**config.mk**
```make
export PLATFORM = sky130hd
export DESIGN_NAME = mmio_arbiter
export DESIGN_NICKNAME = d
export VERILOG_FILES = /design/src/rtl/mmio_pkg.sv /design/src/rtl/mmio_arbiter_rr_arb2.sv /design/src/rtl/mmio_arbiter.sv
export SDC_FILE = /design/constraint.sdc
export NUM_CORES = 1
export LEC_CHECK = 0
export ABC_CLOCK_PERIOD_IN_PS = 1800
export CAP_MARGIN = 20
export CORE_AREA = 2 2 123 125
export DETAILED_ROUTE_END_ITERATION = 10
export DIE_AREA = 0 0 125 127
export GPL_TIMING_DRIVEN = 1
export PLACE_DENSITY_LB_ADDON = 0.08
export SYNTH_ARGS = -nofsm -noshare
export SYNTH_HDL_FRONTEND = slang
export SYNTH_HIERARCHICAL = 1
export SYNTH_SLANG_ARGS = --single-unit
```
**constraint.sdc**
```tcl
create_clock -name clk -period 1.8 [get_ports clk]
set_clock_uncertainty 0.15 [all_clocks]
set_input_delay 0.18 -clock clk [delete_from_list [all_inputs] [get_ports clk]]
set_output_delay 0.18 -clock clk [all_outputs]
set_load 0.01 [all_outputs]
```
**src/rtl/mmio_pkg.sv**
```systemverilog
// Shared definitions for the MMIO arbiter and future interconnect blocks:
// native memory bus field widths, arbiter FSM states, timeout read data.
package mmio_pkg;

  localparam int unsigned ADDR_W = 32;
  localparam int unsigned DATA_W = 32;
  localparam int unsigned STRB_W = 4;
  localparam int unsigned CNT_W  = 8;

  localparam logic [DATA_W-1:0] ERR_RDATA_DEF = 32'hDEAD_BEEF;

  typedef enum logic [1:0] {
    IDLE  = 2'd0,
    GRANT = 2'd1,
    DONE  = 2'd2
  } state_e;

endpackage

```
**src/rtl/mmio_arbiter_rr_arb2.sv**
```systemverilog
// rr_arb2: combinational 2-way round-robin picker.
//   req[1:0]   - request lines
//   last_grant - index of the master served most recently
//   pick[1:0]  - one-hot winner, 00 when nobody requests
module rr_arb2 (
  input  logic [1:0] req,
  input  logic       last_grant,
  output logic [1:0] pick
);

  // On contention the master that was not served last wins.
  always_comb begin
    pick = req;
    if (req == 2'b11) begin
      pick = last_grant ? 2'b01 : 2'b10;
    end
  end

endmodule

```
**src/rtl/mmio_arbiter.sv**
```systemverilog
// mmio_arbiter: shares one MMIO slave port between two native-bus masters
// with round-robin arbitration held for a full transaction, plus a bus
// timeout watchdog that completes a stuck transfer with ERR_RDATA.
//   clk, reset           - clock, synchronous active-high reset
//   m0_*/m1_*            - master request (valid/addr/wdata/wstrb) and
//                          completion (ready pulse, rdata)
//   s_*                  - slave request and completion
//   grant                - one-hot current owner, 00 when not in GRANT
//   err_sticky/err_clr   - timeout flag and its clear
//   err_master           - master that timed out last
module mmio_arbiter
  import mmio_pkg::*;
#(
  parameter int unsigned       TIMEOUT_CYCLES = 16,
  parameter logic [DATA_W-1:0] ERR_RDATA      = ERR_RDATA_DEF
) (
  input  logic              clk,
  input  logic              reset,
  input  logic              m0_valid,
  input  logic [ADDR_W-1:0] m0_addr,
  input  logic [DATA_W-1:0] m0_wdata,
  input  logic [STRB_W-1:0] m0_wstrb,
  output logic              m0_ready,
  output logic [DATA_W-1:0] m0_rdata,
  input  logic              m1_valid,
  input  logic [ADDR_W-1:0] m1_addr,
  input  logic [DATA_W-1:0] m1_wdata,
  input  logic [STRB_W-1:0] m1_wstrb,
  output logic              m1_ready,
  output logic [DATA_W-1:0] m1_rdata,
  output logic              s_valid,
  output logic [ADDR_W-1:0] s_addr,
  output logic [DATA_W-1:0] s_wdata,
  output logic [STRB_W-1:0] s_wstrb,
  input  logic              s_ready,
  input  logic [DATA_W-1:0] s_rdata,
  output logic [1:0]        grant,
  output logic              err_sticky,
  input  logic              err_clr,
  output logic              err_master
);

  localparam logic [CNT_W-1:0] CNT_LAST = CNT_W'(TIMEOUT_CYCLES - 1);

  state_e           state_q, state_d;
  logic             owner_q, owner_d;
  logic             last_grant_q, last_grant_d;
  logic [CNT_W-1:0] cnt_q, cnt_d;
  logic             err_sticky_q, err_sticky_d;
  logic             err_master_q, err_master_d;

  logic              own_valid;
  logic              own_ready;
  logic [DATA_W-1:0] own_rdata;
  logic [1:0]        pick;

  rr_arb2 u_rr_arb2 (
    .req        ({m1_valid, m0_valid}),
    .last_grant (last_grant_q),
    .pick       (pick)
  );

  // State registers.
  always_ff @(posedge clk) begin
    if (reset) begin
      state_q      <= IDLE;
      owner_q      <= 1'b0;
      last_grant_q <= 1'b1;
      cnt_q        <= '0;
      err_sticky_q <= 1'b0;
      err_master_q <= 1'b0;
    end else begin
      state_q      <= state_d;
      owner_q      <= owner_d;
      last_grant_q <= last_grant_d;
      cnt_q        <= cnt_d;
      err_sticky_q <= err_sticky_d;
      err_master_q <= err_master_d;
    end
  end

  assign own_valid = owner_q ? m1_valid : m0_valid;

  // Next-state and transaction control.
  always_comb begin
    state_d      = state_q;
    owner_d      = owner_q;
    last_grant_d = last_grant_q;
    cnt_d        = cnt_q;
    err_sticky_d = err_clr ? 1'b0 : err_sticky_q;
    err_master_d = err_master_q;
    s_valid      = 1'b0;
    own_ready    = 1'b0;
    own_rdata    = '0;

    case (state_q)
      IDLE: begin
        if (pick != 2'b00) begin
          owner_d = pick[1];
          cnt_d   = '0;
          state_d = GRANT;
        end
      end
      GRANT: begin
        if (!own_valid) begin
          // Owner withdrew mid-transfer: abandon silently.
          state_d = IDLE;
        end else if (s_ready) begin
          // Normal completion wins over a coincident timeout.
          s_valid      = 1'b1;
          own_ready    = 1'b1;
          own_rdata    = s_rdata;
          last_grant_d = owner_q;
          state_d      = DONE;
        end else if (cnt_q == CNT_LAST) begin
          // Watchdog expiry: drop the request, fake an error completion.
          own_ready    = 1'b1;
          own_rdata    = ERR_RDATA;
          err_sticky_d = 1'b1;
          err_master_d = owner_q;
          last_grant_d = owner_q;
          state_d      = DONE;
        end else begin
          s_valid = 1'b1;
          cnt_d   = cnt_q + CNT_W'(1);
        end
      end
      DONE: begin
        cnt_d   = '0;
        state_d = IDLE;
      end
      default: begin
        state_d = IDLE;
      end
    endcase
  end

  // Slave-side request mux and master-side completion routing.
  always_comb begin
    s_addr   = '0;
    s_wdata  = '0;
    s_wstrb  = '0;
    m0_ready = 1'b0;
    m1_ready = 1'b0;
    m0_rdata = '0;
    m1_rdata = '0;
    grant    = 2'b00;
    if (s_valid) begin
      s_addr  = owner_q ? m1_addr  : m0_addr;
      s_wdata = owner_q ? m1_wdata : m0_wdata;
      s_wstrb = owner_q ? m1_wstrb : m0_wstrb;
    end
    if (own_ready) begin
      if (owner_q) begin
        m1_ready = 1'b1;
        m1_rdata = own_rdata;
      end else begin
        m0_ready = 1'b1;
        m0_rdata = own_rdata;
      end
    end
    if (state_q == GRANT) begin
      grant = owner_q ? 2'b10 : 2'b01;
    end
  end

  assign err_sticky = err_sticky_q;
  assign err_master = err_master_q;

endmodule

```
==> impl_metrics.ini, run 1 <==
[drt]
drtIter0Drc = 140
drt_first_pass_iters = 4
wl_per_cell_um = 16.7
vias = 3823
final_antenna_net_count = 0
vias_per_cell = 4.26
finalWirelength_um = 15000
drc = 0

[final_layout]
design_area_mm2 = 0.00637
final_core_util = 0.442
area_delta_synth_final_pct = 177
drive_gt1_frac = 0.365
layout.cells.non_filler = 897
n_antenna_cell = 0
fillers = 1469
multiInputGateArea_mm2 = 0.00216
finalNetCount = 889
seqCellArea_um2 = 287

[floorplanning]
core_area_mm2 = 0.0144
die_area_mm2 = 0.0159
fp.dieW_um = 125
fp-row-count = 44
start_util = 0.159
pin_count = 313
die_y_um = 127

[placement]
post-place-ws_ps = -890
dp_hpwl_um = 12000
place_area_mm2 = 0.00610
port_buffers = 312
place.gp.congestion = 0.789
place_inst = 869

[worst_setup_path]
startpoint_type = flop
cp-end-kind = output port
cp.arrival_ps = 2070
critPathKind = reg -> out
cp.required_ps = 1470
r2r_slack_ps = -290
path_max_fanout = 4
reg2reg_depth = 9

[power_and_ir_drop]
finalPower_mw = 2.01
p_leak_nw = 2.88
pwr_density_cell_mw_per_mm2 = 316
ir_drop_v = 0.000218

[sta]
setup_ws_ps = -600
setup_violations = 142
fin_crit_sh = 1.33
tightest_slew_ps = 794
drv_slew = 0
hold_violations = 0
relSlewSlack = 0.467
setup_tns_ps = -58810
max_clock_freq_mhz = 417
rsz0062_at_grt = yes
final.min_clock_period_ps = 2400
whs_ps = 334

[synthesis]
postSynthAreaPerCell_um2 = 6.59
synth_seq_area_share = 0.122
synth_edf_count = 0
syn_nets = 524
ys_types = 43
yosys_most_used_dff = dfxtp_1
synth_seq_cells = 14
syn_inst = 349
async_flop_share = 0
ys_top_cells_by_area = mux2i_1 30%, nor2_1 21%, dfxtp_1 12%
synth_top_area_cell = mux2i_1
synth_top_area_share = 0.305
syn_area_mm2 = 0.00230
synth_warnings = 6

[cts]
cts.sinks = 14
h-tree-depth = 1
clk_pin_slew_worst_paths_ps = 50
clockRootBuffer = clkbuf_16
cts_tree = yes
clockBufferDepth = 2
cts_buffers = 3
clock_latency_ps = 250

[hold_path]
hp-class = reg -> reg
worstHoldPathCells = 2

[global_routing]
grt-ovfl-total = 0
grt_max_degree = 62
grt_usage = 0.174
grt_pass1_wl_um = 21800
grt_antenna_before_repair = 0
grt_pass1_vias = 3822

[run_status]
violations = negative setup slack
status = finished with violations

[job]
cap_violations = 0
==> placed cells by master, fill, tap and decap left out, drive strengths merged, types with 2 or more instances in the layout <==
cell	n
o31ai	2
a211oi	2
o21ai	5
dfxtp	14
a21boi	2
clkbuf	31
mux2i	70
nor2b	26
and4	2
nor3	4
buf	165
inv	6
clkdlybuf4s15	3
clkdlybuf4s50	175
or3	2
nand3	10
and2	18
nor2	129
dlygate4sd2	14
a21oi	6
o211ai	2
nand2	6
==> area by class of cell <==
| type | instances | share of cell area |
|---|---|---|
| repair buffers | 386 | 0.563 |
| multi-input cells | 302 | 0.338 |
| flip-flops and latches | 14 | 0.0449 |
| well taps | 184 | 0.0361 |
| clock buffers | 4 | 0.0124 |
| inverters | 7 | 0.00491 |
==> what timing repair did <==
item	in CTS	in global routing
resized for setup	398	193
pin swaps	24	15
hold buffers	0	0
setup endpoints to repair	141	148
cloned	5	1
buffers inserted	10	11
==> power by group <==
part	leakage [nW]	switching [mW]	total, mW	internal (mW)
Clock	0.0382	0.145	0.445	0.301
Combinational	2.73	0.484	1.24	0.759
Sequential	0.115	0.00707	0.324	0.317
Total	2.88	0.636	2.01	1.38
==> worst max-delay path: stages (launching register included) <==
cell and delay, ps:
dfxtp_2 350, ha_4 130, and4b_2 240, a21oi_2 70, or4_4 450, buf_12 150, buf_12 130, buf_8 120
nor2_4 70, buf_6 100
==> kinds of logic (layout without fill, tap and decap cells) <==
kind of cell | count (synthesis) | after routing | share of synthesized area
DFF | 14 | 14 | 0.122
and+or+nand+nor | 206 | 206 | 0.422
adders and majority gates | 1 | 1 | 0.00544
buffers and inverters | 33 | 397 | 0.0691
muxes | 70 | 70 | 0.305
AOI/OAI and AO/OA | 25 | 25 | 0.0768
==> final timing paths <==
check                          startpoint                         to
setup / recovery    cnt_q[1]$_SDFFE_PP0P_               m0_rdata[25]
hold / removal    err_master$_SDFFE_PP0P_    err_master$_SDFFE_PP0P_
setup reg to reg    cnt_q[1]$_SDFFE_PP0P_  last_grant_q$_SDFFE_PP1P_
hold reg to reg   err_master$_SDFFE_PP0P_    err_master$_SDFFE_PP0P_
==> registers in the layout (all words and copies together) (netlist names) <==
| name | cells |
|---|---|
| cnt_q | 8 |
| err_master | 1 |
| err_sticky | 1 |
| last_grant_q | 1 |
| owner_q | 1 |
| state_q | 2 |
==> metal layers <==
metal	routed length, um	vias up	GRT usage
li1	-	1898	-
met1	5330	1709	0.184
met2	8210	199	0.349
met3	1140	17	0.0431
met4	306	0	0.0294
met5	0	-	0
==> synth_stat cells (2+ instances only) <==
cell type,number
a211oi_1,2
a21oi_1,5
and2_1,18
and4_1,2
buf_2,7
buf_6,2
clkbuf_1,15
dfxtp_1,14
inv_1,7
mux2i_1,70
nand2_1,6
nand3_1,10
nor2_1,127
nor2_2,2
nor2b_1,26
nor3_1,3
o211ai_1,2
o21ai_0,3
o21ai_2,2
o31ai_1,2
or3_1,2
No activity file was read; power rests on OpenSTA's default activity.
==> run 2: changes to the inputs <==
Settings changed: ABC_CLOCK_PERIOD_IN_PS 1800 to 2900, CAP_MARGIN 20 to 25, CORE_AREA 2 2 123 125 to 2 2 120 122, DIE_AREA 0 0 125 127 to 0 0 122 124.
Clock period 1.8 ns to 2.9 ns, I/O delays scaled along.
==> run 2 against run 1 <==
Compared with the run above: the flow now finishes without violations; first-iteration DRC count fell by 30%; register-to-register slack better by 1200 ps; combinational power down 46%; routed wire length is 7.0% lower; largest cell class unchanged.
==> impl_metrics.ini, run 2 (synthesis gave the netlist of run 1 again) <==
[cts]
clockBufferDepth = 2
cts.sinks = 14
clock_latency_ps = 250
clockRootBuffer = clkbuf_16
clk_pin_slew_worst_paths_ps = 50
cts_tree = yes
cts_buffers = 3
h-tree-depth = 1

[sta]
hold_violations = 0
final.min_clock_period_ps = 2760
fin_crit_sh = 0.950
rsz0062_at_grt = no
max_clock_freq_mhz = 363
drv_slew = 0
tightest_slew_ps = 496
relSlewSlack = 0.669
setup_violations = 0
setup_tns_ps = 0

[worst_setup_path]
r2r_slack_ps = 860
cp.arrival_ps = 2320
r2r-end = last_grant_q$_SDFFE_PP1P_
rr_startpoint = cnt_q[0]$_SDFFE_PP0P_
startpoint_type = flop
cp.required_ps = 2460
path_max_fanout = 25
reg2reg_depth = 8
cp-end-kind = output port
critPathKind = reg -> out

[hold_path]
min_to = err_master$_SDFFE_PP0P_
min_from = err_master$_SDFFE_PP0P_
worstHoldPathCells = 2
hp-class = reg -> reg

[final_layout]
area_delta_synth_final_pct = 152
design_area_mm2 = 0.00578
n_antenna_cell = 0
final_common_cell = clkdlybuf4s50_1
regMostFlops = cnt_q
drive_gt1_frac = 0.0446
fillers = 1393
layout_common_cells = 287 x clkdlybuf4s50_1, 126 x nor2_1, 70 x mux2i_1
largest_reg_flops = 8
finalNetCount = 826
top_regs = cnt_q (8), state_q (2)

[drt]
vias_per_cell = 4.37
drc = 0
vias = 3623
finalWirelength_um = 13900
final_antenna_net_count = 0
drtIter0Drc = 98
drt_first_pass_iters = 4
wl_per_cell_um = 16.8

[floorplanning]
fp.dieW_um = 122
core_area_mm2 = 0.0137
start_util = 0.168
die_area_mm2 = 0.0151
die_y_um = 124
fp-row-count = 43
pin_count = 313

[global_routing]
grt_max_degree = 72
grt-ovfl-total = 0
grt_pass1_wl_um = 19100
grt_usage = 0.164
grt_antenna_before_repair = 0
grt_pass1_vias = 3468

[power_and_ir_drop]
pwr_density_cell_mw_per_mm2 = 197
p_sw_frac = 0.301
switchingPower_mw = 0.343
pwr-share-clk = 0.238
p_leak_nw = 2.39
finalPower_mw = 1.14
pwr-share-comb = 0.584
p_int_mw = 0.796
ir_drop_v = 0.000156
seqPwrFrac = 0.178

[run_status]
status = complete, no violations

[placement]
place.gp.congestion = 0.824
port_buffers = 312
place_area_mm2 = 0.00566
dp_hpwl_um = 12000

[job]
cap_violations = 0
[run 2: critical path, stage by stage (launching register included)]
cell and delay (ps):
dfxtp_2 360, ha_4 160, and4b_2 280, a21oi_2 70, or4_4 440, buf_8 190, inv_1 60, clkdlybuf4s50_1 520
[run 2: worst max-delay path by stage]
stage,depth (start not counted),start,to,slack (ps)
finish,7,cnt_q[0]$_SDFFE_PP0P_,m0_ready,140
global route,8,cnt_q[0]$_SDFFE_PP0P_,m1_rdata[27],9
CTS,7,cnt_q[1]$_SDFFE_PP0P_,m0_rdata[23],2
detailed placement,6,m1_valid,m1_rdata[29],50
global placement,6,m1_valid,m0_rdata[19],80
floorplan,7,cnt_q[0]$_SDFFE_PP0P_,m0_rdata[10],710
[run 2: power by group through the flow]
stage | clock network, mW | logic [mW] | registers, mW
after floorplan | 0 | 0.251 | 0.203
after global placement | 0 | 0.669 | 0.207
after detailed placement | 0 | 0.672 | 0.206
after CTS | 0.278 | 0.673 | 0.203
after global routing | 0.286 | 0.711 | 0.204
final | 0.271 | 0.665 | 0.203
[run 2: layout make-up]
class	instances	area (um^2)	share of cell area
Sequential cell	14	287	0.0495
Timing Repair Buffer	323	3280	0.567
Clock buffer	4	78.8	0.0136
Multi-Input combinational cell	302	1890	0.326
Inverter	7	26.3	0.00454
Tap cell	180	225	0.0389
[run 2: layer usage]
metal | GRT usage | part of all wire | wire length, um
met1 | 0.166 | 0.34 | 4700
met2 | 0.333 | 0.56 | 7740
met3 | 0.0440 | 0.097 | 1360
met4 | 0.0309 | 0.0093 | 129
met5 | 0 | 0 | 0
[run 2: stage by stage]
step	cells	hold WS [ps]	setup WS, ps	utilization
floorplan	349	303	713	-
CTS	830	346	2.06	0.418
global placement	826	327	83.7	0.412
detailed placement	826	335	46.5	0.412
global route	830	384	8.89	0.422
finish	830	337	144	0.422
[run 2: repair_timing]
item / CTS / global route
hold buffers: 0 / 0
pin swaps: 0 / 0
resized for setup: 16 / 17
buffers inserted: 0 / 0
setup endpoints to repair: 25 / 66
